==> src/rtl/brc_arb_pkg.sv <==
// brc_arb_pkg: shared requester id and response-state types for brc_arb
package brc_arb_pkg;
  typedef enum logic {REQ_BR = 1'b0, REQ_SLT = 1'b1} req_id_e;
  typedef enum logic {RSP_EMPTY, RSP_FULL} rsp_state_e;
endpackage

==> src/rtl/brc.sv <==
// brc: 32-bit comparator, i_br_un=1 selects a signed less-than
module brc (
  input  logic [31:0] i_br_data1,
  input  logic [31:0] i_br_data2,
  input  logic        i_br_un,
  output logic        o_br_less,
  output logic        o_br_equal
);
  always_comb begin
    o_br_equal = i_br_data1 == i_br_data2;
    o_br_less  = i_br_un ? ($signed(i_br_data1) < $signed(i_br_data2)) : (i_br_data1 < i_br_data2);
  end
endmodule

==> src/rtl/brc_arb.sv <==
// brc_arb: round-robin/fixed arbiter sharing one brc between branch and slt requesters with a registered tagged response
module brc_arb
  import brc_arb_pkg::*;
#(
  parameter bit FIXED_PRIO = 1'b0,
  parameter int CNT_W      = 16
) (
  input  logic             i_clk,
  input  logic             i_rst_n,
  input  logic             i_req0_valid,
  output logic             o_req0_ready,
  input  logic [31:0]      i_req0_rs1,
  input  logic [31:0]      i_req0_rs2,
  input  logic             i_req0_signed,
  input  logic             i_req1_valid,
  output logic             o_req1_ready,
  input  logic [31:0]      i_req1_rs1,
  input  logic [31:0]      i_req1_rs2,
  input  logic             i_req1_signed,
  output logic             o_rsp_valid,
  input  logic             i_rsp_ready,
  output logic             o_rsp_id,
  output logic             o_rsp_less,
  output logic             o_rsp_equal,
  output logic [CNT_W-1:0] o_gnt_cnt0,
  output logic [CNT_W-1:0] o_gnt_cnt1
);
  rsp_state_e  state;
  req_id_e     last_gnt, win, rsp_id;
  logic        can_take, acc, less, equal, br_un;
  logic [31:0] rs1, rs2;
  always_comb begin
    win = (i_req0_valid & i_req1_valid) ? (FIXED_PRIO ? REQ_BR : (last_gnt == REQ_BR ? REQ_SLT : REQ_BR))
                                         : (i_req1_valid ? REQ_SLT : REQ_BR);
    can_take     = (state == RSP_EMPTY) | i_rsp_ready;
    o_req0_ready = can_take & (win == REQ_BR);
    o_req1_ready = can_take & (win == REQ_SLT);
    acc          = (i_req0_valid & o_req0_ready) | (i_req1_valid & o_req1_ready);
    rs1          = win == REQ_SLT ? i_req1_rs1 : i_req0_rs1;
    rs2          = win == REQ_SLT ? i_req1_rs2 : i_req0_rs2;
    br_un        = win == REQ_SLT ? i_req1_signed : i_req0_signed;
    o_rsp_valid  = state == RSP_FULL;
    o_rsp_id     = rsp_id;
  end
  brc u_brc (
    .i_br_data1 (rs1),
    .i_br_data2 (rs2),
    .i_br_un    (br_un),
    .o_br_less  (less),
    .o_br_equal (equal)
  );
  always_ff @(posedge i_clk or negedge i_rst_n) begin
    if (!i_rst_n) begin
      state       <= RSP_EMPTY;
      last_gnt    <= REQ_SLT;
      rsp_id      <= REQ_BR;
      o_rsp_less  <= 1'b0;
      o_rsp_equal <= 1'b0;
      o_gnt_cnt0  <= '0;
      o_gnt_cnt1  <= '0;
    end else if (acc) begin
      state       <= RSP_FULL;
      rsp_id      <= win;
      last_gnt    <= win;
      o_rsp_less  <= less;
      o_rsp_equal <= equal;
      if (win == REQ_BR && !(&o_gnt_cnt0)) o_gnt_cnt0 <= o_gnt_cnt0 + CNT_W'(1);
      if (win == REQ_SLT && !(&o_gnt_cnt1)) o_gnt_cnt1 <= o_gnt_cnt1 + CNT_W'(1);
    end else if (i_rsp_ready) begin
      state <= RSP_EMPTY;
    end
  end
endmodule
==> config.mk <==
export PLATFORM = sky130hd
export DESIGN_NAME = brc_arb
export DESIGN_NICKNAME = d
export VERILOG_FILES = /design/src/rtl/brc_arb_pkg.sv /design/src/rtl/brc.sv /design/src/rtl/brc_arb.sv
export SDC_FILE = /design/constraint.sdc
export NUM_CORES = 1
export LEC_CHECK = 0
export ABC_CLOCK_PERIOD_IN_PS = 6850
export CAP_MARGIN = 20
export CORE_ASPECT_RATIO = 2
export CORE_UTILIZATION = 43
export CTS_CLUSTER_SIZE = 24
export DETAILED_ROUTE_END_ITERATION = 10
export PLACE_DENSITY = 0.92
export SLEW_MARGIN = 15
export SYNTH_ARGS = -nofsm -noshare
export SYNTH_HDL_FRONTEND = slang
export SYNTH_SLANG_ARGS = --single-unit
==> constraint.sdc <==
create_clock -name i_clk -period 6.85 [get_ports i_clk]
set_clock_uncertainty 0.05 [all_clocks]
set_input_delay 0.685 -clock i_clk [delete_from_list [all_inputs] [get_ports i_clk]]
set_output_delay 0.685 -clock i_clk [all_outputs]
set_load 0.01 [all_outputs]
## Yosys cells after proc, flatten, opt, wreduce, memory -nomap -nowiden

Cells that the tools add are included.
W data, S select, Z words.

| storage, ports and cells | value |
|---|---|
| bits of input ports | 135 |
| output and inout port bits | 38 |
| word-level logic and storage cells | 39 |
| register bits | 37 |

| operators by class | value |
|---|---|
| reductions and logical operators | 9 |
| add/sub/neg operators | 2 |
| equality and inequality tests | 1 |
| bitwise operators | 9 |
| multiplexer cells | 9 |
| magnitude comparators | 2 |

Operators with widths:

| operator | number |
|---|---|
| $lt A32 B32 Y1 | 2 |
| $mux W32 | 2 |
| $add A16 B1 Y16 const B | 2 |
| $eq A32 B32 Y1 | 1 |
| $reduce_and A16 Y1 | 2 |
| $mux W1 | 7 |
| $and A1 B1 Y1 | 5 |
| $reduce_and A2 Y1 | 2 |
| $logic_and A1 B1 Y1 | 2 |
| $logic_not A1 Y1 | 2 |
| $not A1 Y1 | 2 |
| $or A1 B1 Y1 | 2 |
| $reduce_bool A2 Y1 | 1 |

## Depth between registers and ports, before layout

Gate-level depths: netlist of run 1.

| depth | value |
|---|---|
| depth in word-level cells | 7 |
| gate-level depth with buffers | 11 |
| gate-level depth less buffers | 9 |

## By module

A second synthesis of run 1 with hierarchy kept.

| second synthesis, totals | value |
|---|---|
| cells, all modules | 353 |
| area, all modules | 3474.6 um^2 |

By module, submodules not included:

| module | cells each | sequential area each (um^2) | times used | area each (um^2) |
|---|---|---|---|---|
| brc_arb | 240 | 927.1 | 1 | 2656.3 |
| brc | 113 | 0.0 | 1 | 818.3 |

## Worst setup path before layout of run 1

No wires, ideal clock.

| timing path | value |
|---|---|
| path type | input-to-reg |
| start point | input port i_req1_valid |
| end point | register o_rsp_less |
| data required time | 6.674 ns |
| buffers on the path | 2 |
| slack | 3.494 ns |
| library setup time | 0.126 ns |
| arrival | 3.180 ns |
| cell stages on the path | 10 |
| cell sequence | a21boi_2 > clkbuf_1 > buf_2 > mux2_2 > ha_1 > nand4_1 > nor4_1 > nand3_1 > o211a_1 > a221o_1 |

| on the way | value |
|---|---|
| longest elaborated chain between the ends | 6 |
| elaborated cells between the ends (all ways) | 15 |
| classes of those cells | 2 x order compare; 6 x mux; 7 x bitwise |

Ends and longest elaborated chain:

| element | RTL line | text |
|---|---|---|
| from (decl) | brc_arb.sv:15 | `input logic i_req1_valid,` |
| branches (longest 6 deep; another with $lt A32 B32 Y1) | - |  |
| to (signal assigned) | brc_arb.sv:65 | `o_rsp_less <= less;` |
| to (decl) | brc_arb.sv:23 | `output logic o_rsp_less,` |

Several ways; the timed one is not identified.
A chain may end at the register's enable or synchronous reset.

## Final worst setup path of run 1

Ends and elaborated chain as after synthesis.

==> results of run 1 <==
==> sequential cells by signal (all words and copies together) (netlist names) <==
name,cells
last_gnt,1
o_rsp_valid,1
o_gnt_cnt1,16
o_rsp_id,1
o_rsp_equal,1
o_rsp_less,1
o_gnt_cnt0,16
==> worst min-delay path: cells and delay by family, from the launching register on <==
family / cells / cell delay (ns)
DFF: 1 / 0.34
and+or+nand+nor: 1 / 0.05
AOI/OAI and AO/OA: 1 / 0.05
==> layer usage <==
metal / share of wire / track usage / vias to the layer above
li1: - / - / 1442
met1: 0.32 / 0.206 / 1406
met2: 0.54 / 0.463 / 153
met3: 0.10 / 0.0637 / 29
met4: 0.036 / 0.125 / 0
met5: 0 / 0 / -
==> through the flow <==
step	hold slack, ns	worst slack [ns]
finish	0.428	2.86
global route	0.461	2.61
CTS	0.437	2.84
detailed placement	0.422	2.57
global placement	0.417	2.68
floorplan	0.339	3.49
==> cell families (layout without fill, tap and decap cells) <==
family,count (synthesis),in the layout
AND/OR/NAND/NOR,85,85
multiplexers,67,67
flip-flops,37,37
adder cells (fa/ha/maj),34,34
AO/OA/AOI/OAI,33,33
XOR/XNOR,30,30
buffers and inverters,11,182
==> power by group <==
part	switching, uW	internal, uW
clock network	81.3	133
logic	154	241
registers	52.5	260
==> worst max-delay path by stage <==
| stage | from | endpoint | slack [ns] | cells past startpoint |
|---|---|---|---|---|
| after floorplan | i_req1_valid | o_rsp_less | 3.49 | 10 |
| after global placement | i_req1_valid | o_rsp_less | 2.68 | 10 |
| after detailed placement | i_req1_valid | o_rsp_less | 2.57 | 10 |
| after CTS | i_req1_valid | o_rsp_less | 2.84 | 10 |
| after global routing | i_req1_valid | o_rsp_less | 2.61 | 10 |
| final | i_req1_valid | o_rsp_less | 2.86 | 10 |
==> area by class of cell <==
| cell class | instances | area (um^2) |
|---|---|---|
| multi-input cells | 249 | 2130 |
| fillers | 515 | 1910 |
| repair buffers | 173 | 1720 |
| flip-flops and latches | 37 | 927 |
| clock buffers | 6 | 129 |
| well taps | 90 | 113 |
| clock inverters | 2 | 10.0 |
| inverters | 1 | 3.75 |
==> layout by cell type, fill, tap and decap left out, types with 4 or more instances in the layout <==
master	instances
clkdlybuf4s50_1	171
xnor2_1	20
mux2i_1	33
nand2_1	19
dfrtp_1	36
a21oi_1	12
nand3_1	18
a21o_1	5
nand4_1	10
xor2_1	10
ha_1	34
clkbuf_16	5
nor2_1	12
o21ai_0	4
mux2_2	34
==> results.md, run 1 <==
* Status: finished clean
* XOR/XNOR share of the synthesized area at 0.0846
* Unique cell type count in the Yosys netlist at 42
* Worst Path Required at 6.96 ns
* Vias in the first global route at 3,035
* Critical Path AT at 4.10 ns
* Initial antenna violation count at 0
* Largest net degree at the start of global routing at 68
* Post-synth top area share at 0.290
* Slew Viols, Final at 0
* Worst slew pin tran at 0.935 ns
* Clock-pin slew on the worst setup and hold paths at 0.05 ns
* Yosys reg bits at 37
* Clk sinks at 37
* Die span in y at 122 um
* Max Root-Sink Buffers at 2
* CTS HTree Levels at 2
* Drc violations at 0
* Yosys warnings at 0
* HP Class: register to register
* Compound-cell area share of the yosys netlist at 0.0778
* Fmax at 251 MHz
* Rows at 43
* Max capacitance violation total at 0
* Setup violators final at 0
* Initial drt markers at 79
* Number of synthesized flops with an enable pin at 0
* Fin. Hold Viols at 0
* Synth Net Count at 466
* Buffer count from post-CTS setup fixing at 0
* Syn avg cell area at 10.5 um^2
* Post-CTS Hold Fix Bufs at 0
* Worst hold path stage count at 2
* Fin area at 5030 um^2
* CP Max Fanout at 67
* Largest cells by area after synthesis: dfrtp_1, ha_1, mux2_2
* Critical Path, Cell by Cell: clkdlybuf4s50_1 > a21boi_4 > buf_4 > mux2_2 > ha_1 > nand4_1 > nor4_1 > nand3_1 > o211a_1 > a221o_1
* Placed instance area at 4890 um^2
* Post-synthesis cell count at 297
* Die area at 7580 um^2
* Via Count at 3,030
* Die extent in x at 62.1 um
* CTS buffer count at 5
* Initial Util at 0.447
* Largest area contributor in the netlist: dfrtp_1
* Clk_lat worst skew at 0.28 ns
* Wire per inst at 16.6 um
* Vias per cell at 5.43
* Share of cells above drive strength 1 at 0.118
* All-Layer GR Usage at 0.241
* WL final at 9.28 mm
* Slew Limit Headroom at 0.376
* First-pass GRT wire length at 13.3 mm
* Synthesized area at 3100 um^2
* CP max stage delay at 0.72 ns
* Synth Area in Adders at 0.137
* Final Power at 923 uW
* Largest family of logic cells by synthesized area: multiplexers
* RePlAce Congestion at 0.816
* Async SR Flop Fraction at 1.00
* Leakage power at 0.00211 uW
* Slowest stage cell, crit path: buf_4
* Cell family contributing the most delay on the critical path: buffers and inverters
* Placed Cells at 550
* CP Launch Type: input pin
* # nets final at 636
* Post-Layout Cell Count at 558
* Reg-to-Reg Start: last_gnt
* Min Tclk post-route at 3.99 ns
* Total gr overflow at 0
* ANT cells at 0
* Peak supply drop at 204 uV
* Simple-gate share of the synthesized area at 0.154
* CTS resizes at 0
* Worst Path Buf+Inv at 2
* ANT nets after route at 0
* Area Overhead vs Synth at 62.2%
* Root buf cell: clkbuf_16
* Worst reg2reg path endpoint: o_rsp_less
* Hold EP: o_rsp_equal
* Commonest cells post-synth: dfrtp_1, ha_1, mux2_2
* Detailed placer's ending HPWL at 7.64 mm
* Ports at 173
* Unrepaired setup endpoints after global routing: no
* Final worst path period share at 0.582
* Drt pass-1 iters at 4
* Setup_tns at 0 ns
* Power Dens Cells at 183 nW/um^2
* Post-synthesis mux area share at 0.230
* TritonCTS clock tree: built
* Start point of the worst min-delay path: o_rsp_equal
* Most frequently used flop master after synthesis: dfrtp_1
* Setup slack, reg-to-reg at 3.45 ns
* Setup CP Type: input pin to register
* IO buf count at 172
* Fin util at 0.725
* R2R depth at 9
* Core Region at 6940 um^2
* Worst Setup End Kind: register
* Sequential share of the synthesized area at 0.299
* Most common cell in the netlist: dfrtp_1
(Power assumes the default switching activity.)
==> run 2: changes to the inputs <==
ABC_CLOCK_PERIOD_IN_PS = 3600   (was 6850)
CORE_UTILIZATION = 36   (was 43)
PLACE_DENSITY = 0.83   (was 0.92)
clock period = 3.6 ns   (was 6.85 ns; I/O delays follow)
==> run 2 against run 1 <==
Against the previous run: hold slack improved by 0.011 ns; first-iteration DRC count shrank 30%; register-to-register slack got worse by 2.9 ns; cell count up 1.4%; setup slack got worse by 2.5 ns; wire length grew 2.2%; power is 90% higher; largest cell class unchanged.
==> results.md, run 2 (synthesized netlist as in run 1, its figures left out) <==
* Status: finished clean
* ANT nets after route at 0
* CTS resizes at 0
* Min Hold Slack at 0.439 ns
* CTS HTree Levels at 2
* Via Count at 2,970
* Share of cells above drive strength 1 at 0.118
* Wire per inst at 16.7 um
* All-Layer GR Usage at 0.216
* RePlAce Congestion at 0.778
* Final Power at 1760 uW
* Min Tclk post-route at 3.27 ns
* Initial drt markers at 55
* Drt pass-1 iters at 4
* Worst slew pin tran at 0.616 ns
* Most frequent cells in the layout: clkdlybuf4s50_1, dfrtp_1, mux2_2, ha_1, mux2i_1
* Detailed placer's ending HPWL at 8.01 mm
* Fillers at 693
* Area Overhead vs Synth at 63.6%
* Ports at 173
* Setup violators final at 0
* Die extent in x at 67.7 um
* Biggest regs: o_gnt_cnt0: 16 flops, o_gnt_cnt1: 16 flops
* Max Root-Sink Buffers at 2
* IO buf count at 172
* Met2 Resource Use GR at 0.438
* Die span in y at 133 um
* Vias in the first global route at 3,295
* Die area at 9020 um^2
* Register area at 927 um^2
* Area of the multi-input gates at 2130 um^2
* Peak supply drop at 427 uV
* Core Region at 8290 um^2
* Worst Setup End Kind: register
* Max capacitance violation total at 0
* Initial antenna violation count at 0
* Final worst path period share at 0.909
* Clock-pin slew on the worst setup and hold paths at 0.05 ns
* First-pass GRT wire length at 14.7 mm
* Clk_lat worst skew at 0.28 ns
* Fin. Hold Viols at 0
* Slew Limit Headroom at 0.586
* Largest net degree at the start of global routing at 42
* TritonCTS clock tree: built
* Slew Viols, Final at 0
* Post-CTS Hold Fix Bufs at 0
* Worst Path Required at 3.71 ns
* Setup_tns at 0 ns
* Critical Path AT at 3.38 ns
* Initial Util at 0.374
* Setup CP Type: input pin to register
* Vias per cell at 5.25
* Buffer count from post-CTS setup fixing at 0
* Fmax at 306 MHz
* Unrepaired setup endpoints after global routing: no
* Drc violations at 0
* Power Dens Cells at 346 nW/um^2
* WL final at 9.48 mm
* HP Class: register to register
* Clk sinks at 37
* CP Launch Type: input pin
* CTS buffer count at 5
* CP Max Fanout at 41
* GRT busiest layer: met2
* Rows at 47
* Total gr overflow at 0
* Leakage power at 0.00212 uW
* ANT cells at 0
* # nets final at 638
* Root buf cell: clkbuf_16
* Commonest non-fill, non-tap cell in the layout: clkdlybuf4s50_1
* GR Layer Usage met1 at 0.179
* M3 GR Usage at 0.0557
==> run 2: cell types whose count changed in the layout (fill, tap and decap cells not counted) <==
cell             delta
clkinv_2            -1
buf_12              +2
clkbuf_1            -1
clkdlybuf4s50_1     +1
buf_2               -1
==> run 2: per-stage QoR <==
stage / utilization / std cells / setup slack [ns] / instance area (um^2)
3_5_place_dp: 0.597 / 560 / 0.0530 / 4950
4_1_cts: 0.613 / 566 / 0.338 / 5080
2_1_floorplan: - / 297 / 0.569 / 3100
3_3_place_gp: 0.597 / 560 / 0.164 / 4950
6_report: 0.613 / 566 / 0.329 / 5080
5_1_grt: 0.613 / 566 / 0.0916 / 5080
==> run 2: worst max-delay path, cell delays in order <==
cell and delay (ns):
clkdlybuf4s50_1 0.52, a21boi_4 0.26, buf_12 0.27, mux2_2 0.37, ha_1 0.33, nand4_1 0.15, nor4_1 0.41, nand3_1 0.18
o211a_1 0.24, a221o_1 0.26
==> run 2: cell type report <==
class | count | area share
Clock buffer | 5 | 0.0246
Clock inverter | 1 | 0.000985
Inverter | 1 | 0.000739
Multi-Input combinational cell | 249 | 0.419
Sequential cell | 37 | 0.183
Tap cell | 98 | 0.0241
Timing Repair Buffer | 175 | 0.348
==> run 2: worst paths after layout <==
| path | from | end | slack, ns | cells after the start |
|---|---|---|---|---|
| min in group asynchronous | i_rst_n | o_gnt_cnt1[7] | 0.45 | 2 |
| min | o_rsp_id | o_rsp_id | 0.44 | 1 |
| min reg2reg | o_rsp_id | o_rsp_id | 0.44 | 1 |
| max reg2reg | last_gnt | o_rsp_less | 0.60 | 9 |
| max in group asynchronous | i_rst_n | last_gnt | 2.70 | 2 |
| max | i_req1_valid | o_rsp_less | 0.33 | 10 |
==> run 2: per-layer routing <==
| metal | share of wire | routed length [um] |
|---|---|---|
| met4 | 0.025 | 236 |
| met1 | 0.30 | 2890 |
| met3 | 0.095 | 904 |
| met5 | 0 | 0 |
| met2 | 0.57 | 5450 |
==> run 2: power by group <==
| group | switching (uW) | internal (uW) | total [uW] | leakage [uW] |
|---|---|---|---|---|
| Combinational | 300 | 466 | 766 | 0.00158 |
| Sequential | 97.1 | 495 | 592 | 0.000478 |
| Clock | 152 | 247 | 399 | 0.0000655 |
| Total | 549 | 1210 | 1760 | 0.00212 |
==> RTL change 1 (flow settings as in run 2) <==
`CNT_W`: 16 -> 32.
--- a/src/rtl/brc_arb.sv
+++ b/src/rtl/brc_arb.sv
@@ -4,5 +4,5 @@
 #(
   parameter bit FIXED_PRIO = 1'b0,
-  parameter int CNT_W      = 16
+  parameter int CNT_W      = 32
 ) (
   input  logic             i_clk,
Interface: changed (resized o_gnt_cnt0 and o_gnt_cnt1); port bits go from 173 to 205. The function was not compared with the original's and may differ.
==> RTL change 1 against run 2 <==
  * Design area grew 42%
  * Hold slack lost 0.35 ns
  * Register-to-register slack gained 0.19 ns
  * First-iteration DRC count grew 75%
  * Setup slack gained 0.30 ns
  * Maximum frequency grew 9.9%
  * Area after synthesis grew 50%
  * Wire length grew 54%
  * Total power grew 50%
  * Clock power grew 120%
  * Sequential cell count grew 32
  * Highest routed layer unchanged
  * Synthesized cell count grew 52%
==> RTL change 1: results (changes against run 2) <==
Fin Hold WS: 0.0931 ns (-0.346 ns)
sequential power: 0.947 mW (+60%)
reg2reg path depth: 11 (+2)
WL/cell: 17.8 um (+6.1%)
# H-tree levels: 3 (+1)
Worst-Margin Slew: 0.873 ns (+0.257 ns)
post-synthesis sequential area ratio: 37.0% (+7.2 points)
Yosys reg bits: 69 (+86%)
status: completed
DRT iter0 DRCs: 96 (+75%)
Leakage: 3.02 nW (+42%)
mux cell area share after synthesis: 15.3% (-7.7 points)
post-placement cell area: 6900 um2 (+39%)
number of port buffers: 204 (+19%)
layout cell share with drive strength beyond 1: 11.1% (-0.67 points)
top flop regs: o_gnt_cnt0 (32), o_gnt_cnt1 (32)
Final Non-Filler Cells: 820 (+45%)
Final Wtd Congestion: 0.839 (+7.8%)
Placed Cells: 802 (+43%)
Adder-Cell Fraction of Synth Area: 9.12% (-4.6 points)
vias in the first global route: 4465 (+36%)
CP Max Fanout: 32 (-22%)
routing usage on met3: 6.48% (+0.92 points)
r2r setup slk: 0.79 ns (+0.19 ns)
compound-cell area share of the yosys netlist: 5.95% (-1.8 points)
post-synthesis xor/xnor area fraction: 11.6% (+3.2 points)
Met3 Routed Length: 1380 um (+52%)
WL met2: 7790 um (+43%)
largest net degree at the start of global routing: 40 (-4.8%)
period utilisation layout: 82.7% (-8.2 points)
crit-path max cell delay: 0.49 ns (-0.03 ns)
nets: 832 (+30%)
antenna violations before repair: 2 (+2)
DRT met1 WL: 4680 um (+62%)
Synth top cells by count: dfrtp_1, nand2_1, xnor2_1
post-DP HPWL: 11700 um (+46%)
WP data arrival: 3.13 ns (-0.25 ns)
Comb. pwr: 0.805 mW (+5.1%)
met2 Track Usage GR: 39.5% (-4.4 points)
GRT met1 Usage: 19.9% (+2.0 points)
delay-heaviest family, CP: compound AO/OA/AOI/OAI gates
clk slew on worst S/H paths: 0.06 ns
TritonCTS buffer count: 9 (+4)
GRT Overall Usage: 22.0% (+0.34 points)
top cells by area, synth: dfrtp_1, ha_1, xnor2_1, mux2_2, mux2i_1
Place WS: 0.297 ns (+0.244 ns)
HP Class: input pin to asynchronous set/reset pin
global-route wire length before repair: 21900 um (+49%)
Synthesis Warnings: 0 (unchanged)
Switching Share: 29.5% (-1.8 points)
vias per std cell: 5.24 (-0.11%)
## RTL change 1: cell types whose count changed in the layout (fill, tap and decap cells not counted), sizes merged, moves of 6 or more
| cell | run 2 | this run |
|---|---|---|
| nor2 | 12 | 18 |
| xnor2 | 20 | 44 |
| clkdlybuf4s50 | 172 | 203 |
| and3 | 5 | 13 |
| inv | 1 | 8 |
| xor2 | 10 | 18 |
| nand3 | 18 | 28 |
| dfrtp | 36 | 68 |
| nand2 | 19 | 44 |
| nor3 | 2 | 9 |
| nand4 | 11 | 21 |
## RTL change 1: final cells by class
| cell class | count | area [um2] |
|---|---|---|
| Antenna cell | 2 | 5.00 |
| Clock buffer | 9 | 225 |
| Clock inverter | 7 | 73.8 |
| Fill cell | 1094 | 5420 |
| Inverter | 6 | 22.5 |
| Multi-Input combinational cell | 366 | 2860 |
| Sequential cell | 69 | 1730 |
| Tap cell | 150 | 188 |
| Timing Repair Buffer | 211 | 2100 |
==> RTL change 2 (flow settings as in run 2) <==
Without the edit above. Make the reset (`i_rst_n`) synchronous in one clocked block.
--- a/src/rtl/brc_arb.sv
+++ b/src/rtl/brc_arb.sv
@@ -50,5 +50,5 @@
     .o_br_equal (equal)
   );
-  always_ff @(posedge i_clk or negedge i_rst_n) begin
+  always_ff @(posedge i_clk) begin
     if (!i_rst_n) begin
       state       <= RSP_EMPTY;
Behaviour: differs if i_rst_n is asserted again (counterexample within 4 cycles, from zero or initial values and one cycle with i_rst_n low); with i_rst_n held inactive, the same outputs for 10 cycles.
==> RTL change 2 against run 2 <==
  * Final cell count increased by 7.6%
  * Total power shrank 21%
  * Wire length fell by 2.0%
  * Sequential cell count is the same
  * Setup slack got worse by 0.0096 ns
  * Area after synthesis about the same
  * Sequential power shrank 28%
  * Design area increased by 1.4%
==> RTL change 2: results (changes against run 2) <==
Main synth FF type: dfxtp_1
Comb. pwr: 0.438 mW (-43%)
Total Wirelength: 9290 um (-2.0%)
Synth top cells by count: dfxtp_1, mux2i_1, ha_1
GRT met1 Usage: 19.3% (+1.4 points)
Worst VDD drop: 0.000166 V (-61%)
clock root buffer master: clkbuf_16
WL/cell: 15.2 um (-8.9%)
vias: 3215 (+8.2%)
area occupied by multi-input gates: 2310 um2 (+8.7%)
post-placement cell area: 4960 um2 (+0.28%)
routing usage on met3: 3.08% (-2.5 points)
Hold Fails Final Rpt: 0 (unchanged)
vias in the first global route: 3490 (+5.9%)
post-synthesis sequential area ratio: 23.8% (-6.0 points)
top cells by area, synth: dfxtp_1, ha_1, mux2_2, mux2i_1, xnor2_1
Layout fillers: 678 (-2.2%)
Yosys cell types: 41 (-2.4%)
global-route wire length before repair: 15100 um (+3.0%)
Post-Syn Nets: 507 (+8.8%)
nets: 679 (+6.4%)
Met3 Routed Length: 453 um (-50%)
Async SR Flop Fraction: 0% (-100 points)
cells after synthesis: 338 (+14%)
largest net degree at the start of global routing: 38 (-9.5%)
Internal: 1.04 mW (-14%)
top flop regs: o_gnt_cnt0 (16), o_gnt_cnt1 (16)
n_diodes: 0 (unchanged)
Pwr Density: 269 nW/um2 (-22%)
status: completed
met2 Track Usage GR: 42.6% (-1.2 points)
layout cell share with drive strength beyond 1: 9.78% (-2.0 points)
DRT met1 WL: 3050 um (+5.4%)
# H-tree levels: 2 (unchanged)
Worst-Margin Slew: 0.704 ns (+0.0881 ns)
P_clk: 0.519 mW (+30%)
GRT Overall Usage: 22.1% (+0.45 points)
post-DP HPWL: 7930 um (-0.98%)
WL met2: 5230 um (-3.9%)
DRT iter0 DRCs: 87 (+58%)
Placed Cells: 600 (+7.1%)
Place WS: 0.0514 ns (-0.00159 ns)
Leakage: 2.00 nW (-6.0%)
number of port buffers: 172 (unchanged)
CP Max Fanout: 28 (-32%)
Final Wtd Congestion: 0.840 (+8.0%)
RTL change 2: cell types whose count changed after synthesis, sizes merged, moves of 5 or more:
| cell | run 2 | this run |
|---|---|---|
| and2 | 4 | 26 |
| nand4 | 11 | 18 |
| dfxtp | 0 | 37 |
| clkbuf | 1 | 6 |
| dfrtp | 36 | 0 |
| o21ai | 4 | 9 |
| nand3 | 18 | 12 |
RTL change 2: path summary, 6_finish.rpt:
| path | startpoint | end | slack [ns] | cells past startpoint |
|---|---|---|---|---|
| hold reg to reg | o_rsp_id$_SDFFE_PN0P_ | o_rsp_id$_SDFFE_PN0P_ | 0.44 | 2 |
| hold / removal | o_rsp_id$_SDFFE_PN0P_ | o_rsp_id$_SDFFE_PN0P_ | 0.44 | 2 |
| setup reg to reg | last_gnt$_SDFFE_PN1P_ | o_rsp_less$_SDFFE_PN0P_ | 0.63 | 11 |
| setup / recovery | i_req1_valid | o_rsp_less$_SDFFE_PN0P_ | 0.32 | 12 |
RTL change 2: cell families (layout without fill, tap and decap cells):
kind of cell    count (synthesis)  count (layout)  synth area share (%)
xor+xnor                       27              27                  7.61
compound gates                 43              43                  9.02
simple gates                  116             116                  21.0
flops                          37              37                  23.8
mux                            67              67                  22.9
buf+inv                        14             187                  1.97
fa+ha+maj                      34              34                  13.7
RTL change 2: critical path: stages:
cell	delay (ns)
clkdlybuf4s50_1	0.52
a21boi_4	0.22
buf_12	0.21
buf_4	0.22
mux2_2	0.35
ha_1	0.28
nand2_1	0.06
nor4_1	0.52
nand4_1	0.20
a31oi_1	0.20
o21ai_0	0.11
a31oi_1	0.15
RTL change 2: area by class of cell:
class	instances	area share, %
Clock buffer	6	2.70
Tap cell	98	2.38
Multi-Input combinational cell	287	44.9
Timing Repair Buffer	178	34.9
Inverter	1	0.0729
Clock inverter	2	0.729
Sequential cell	37	14.4
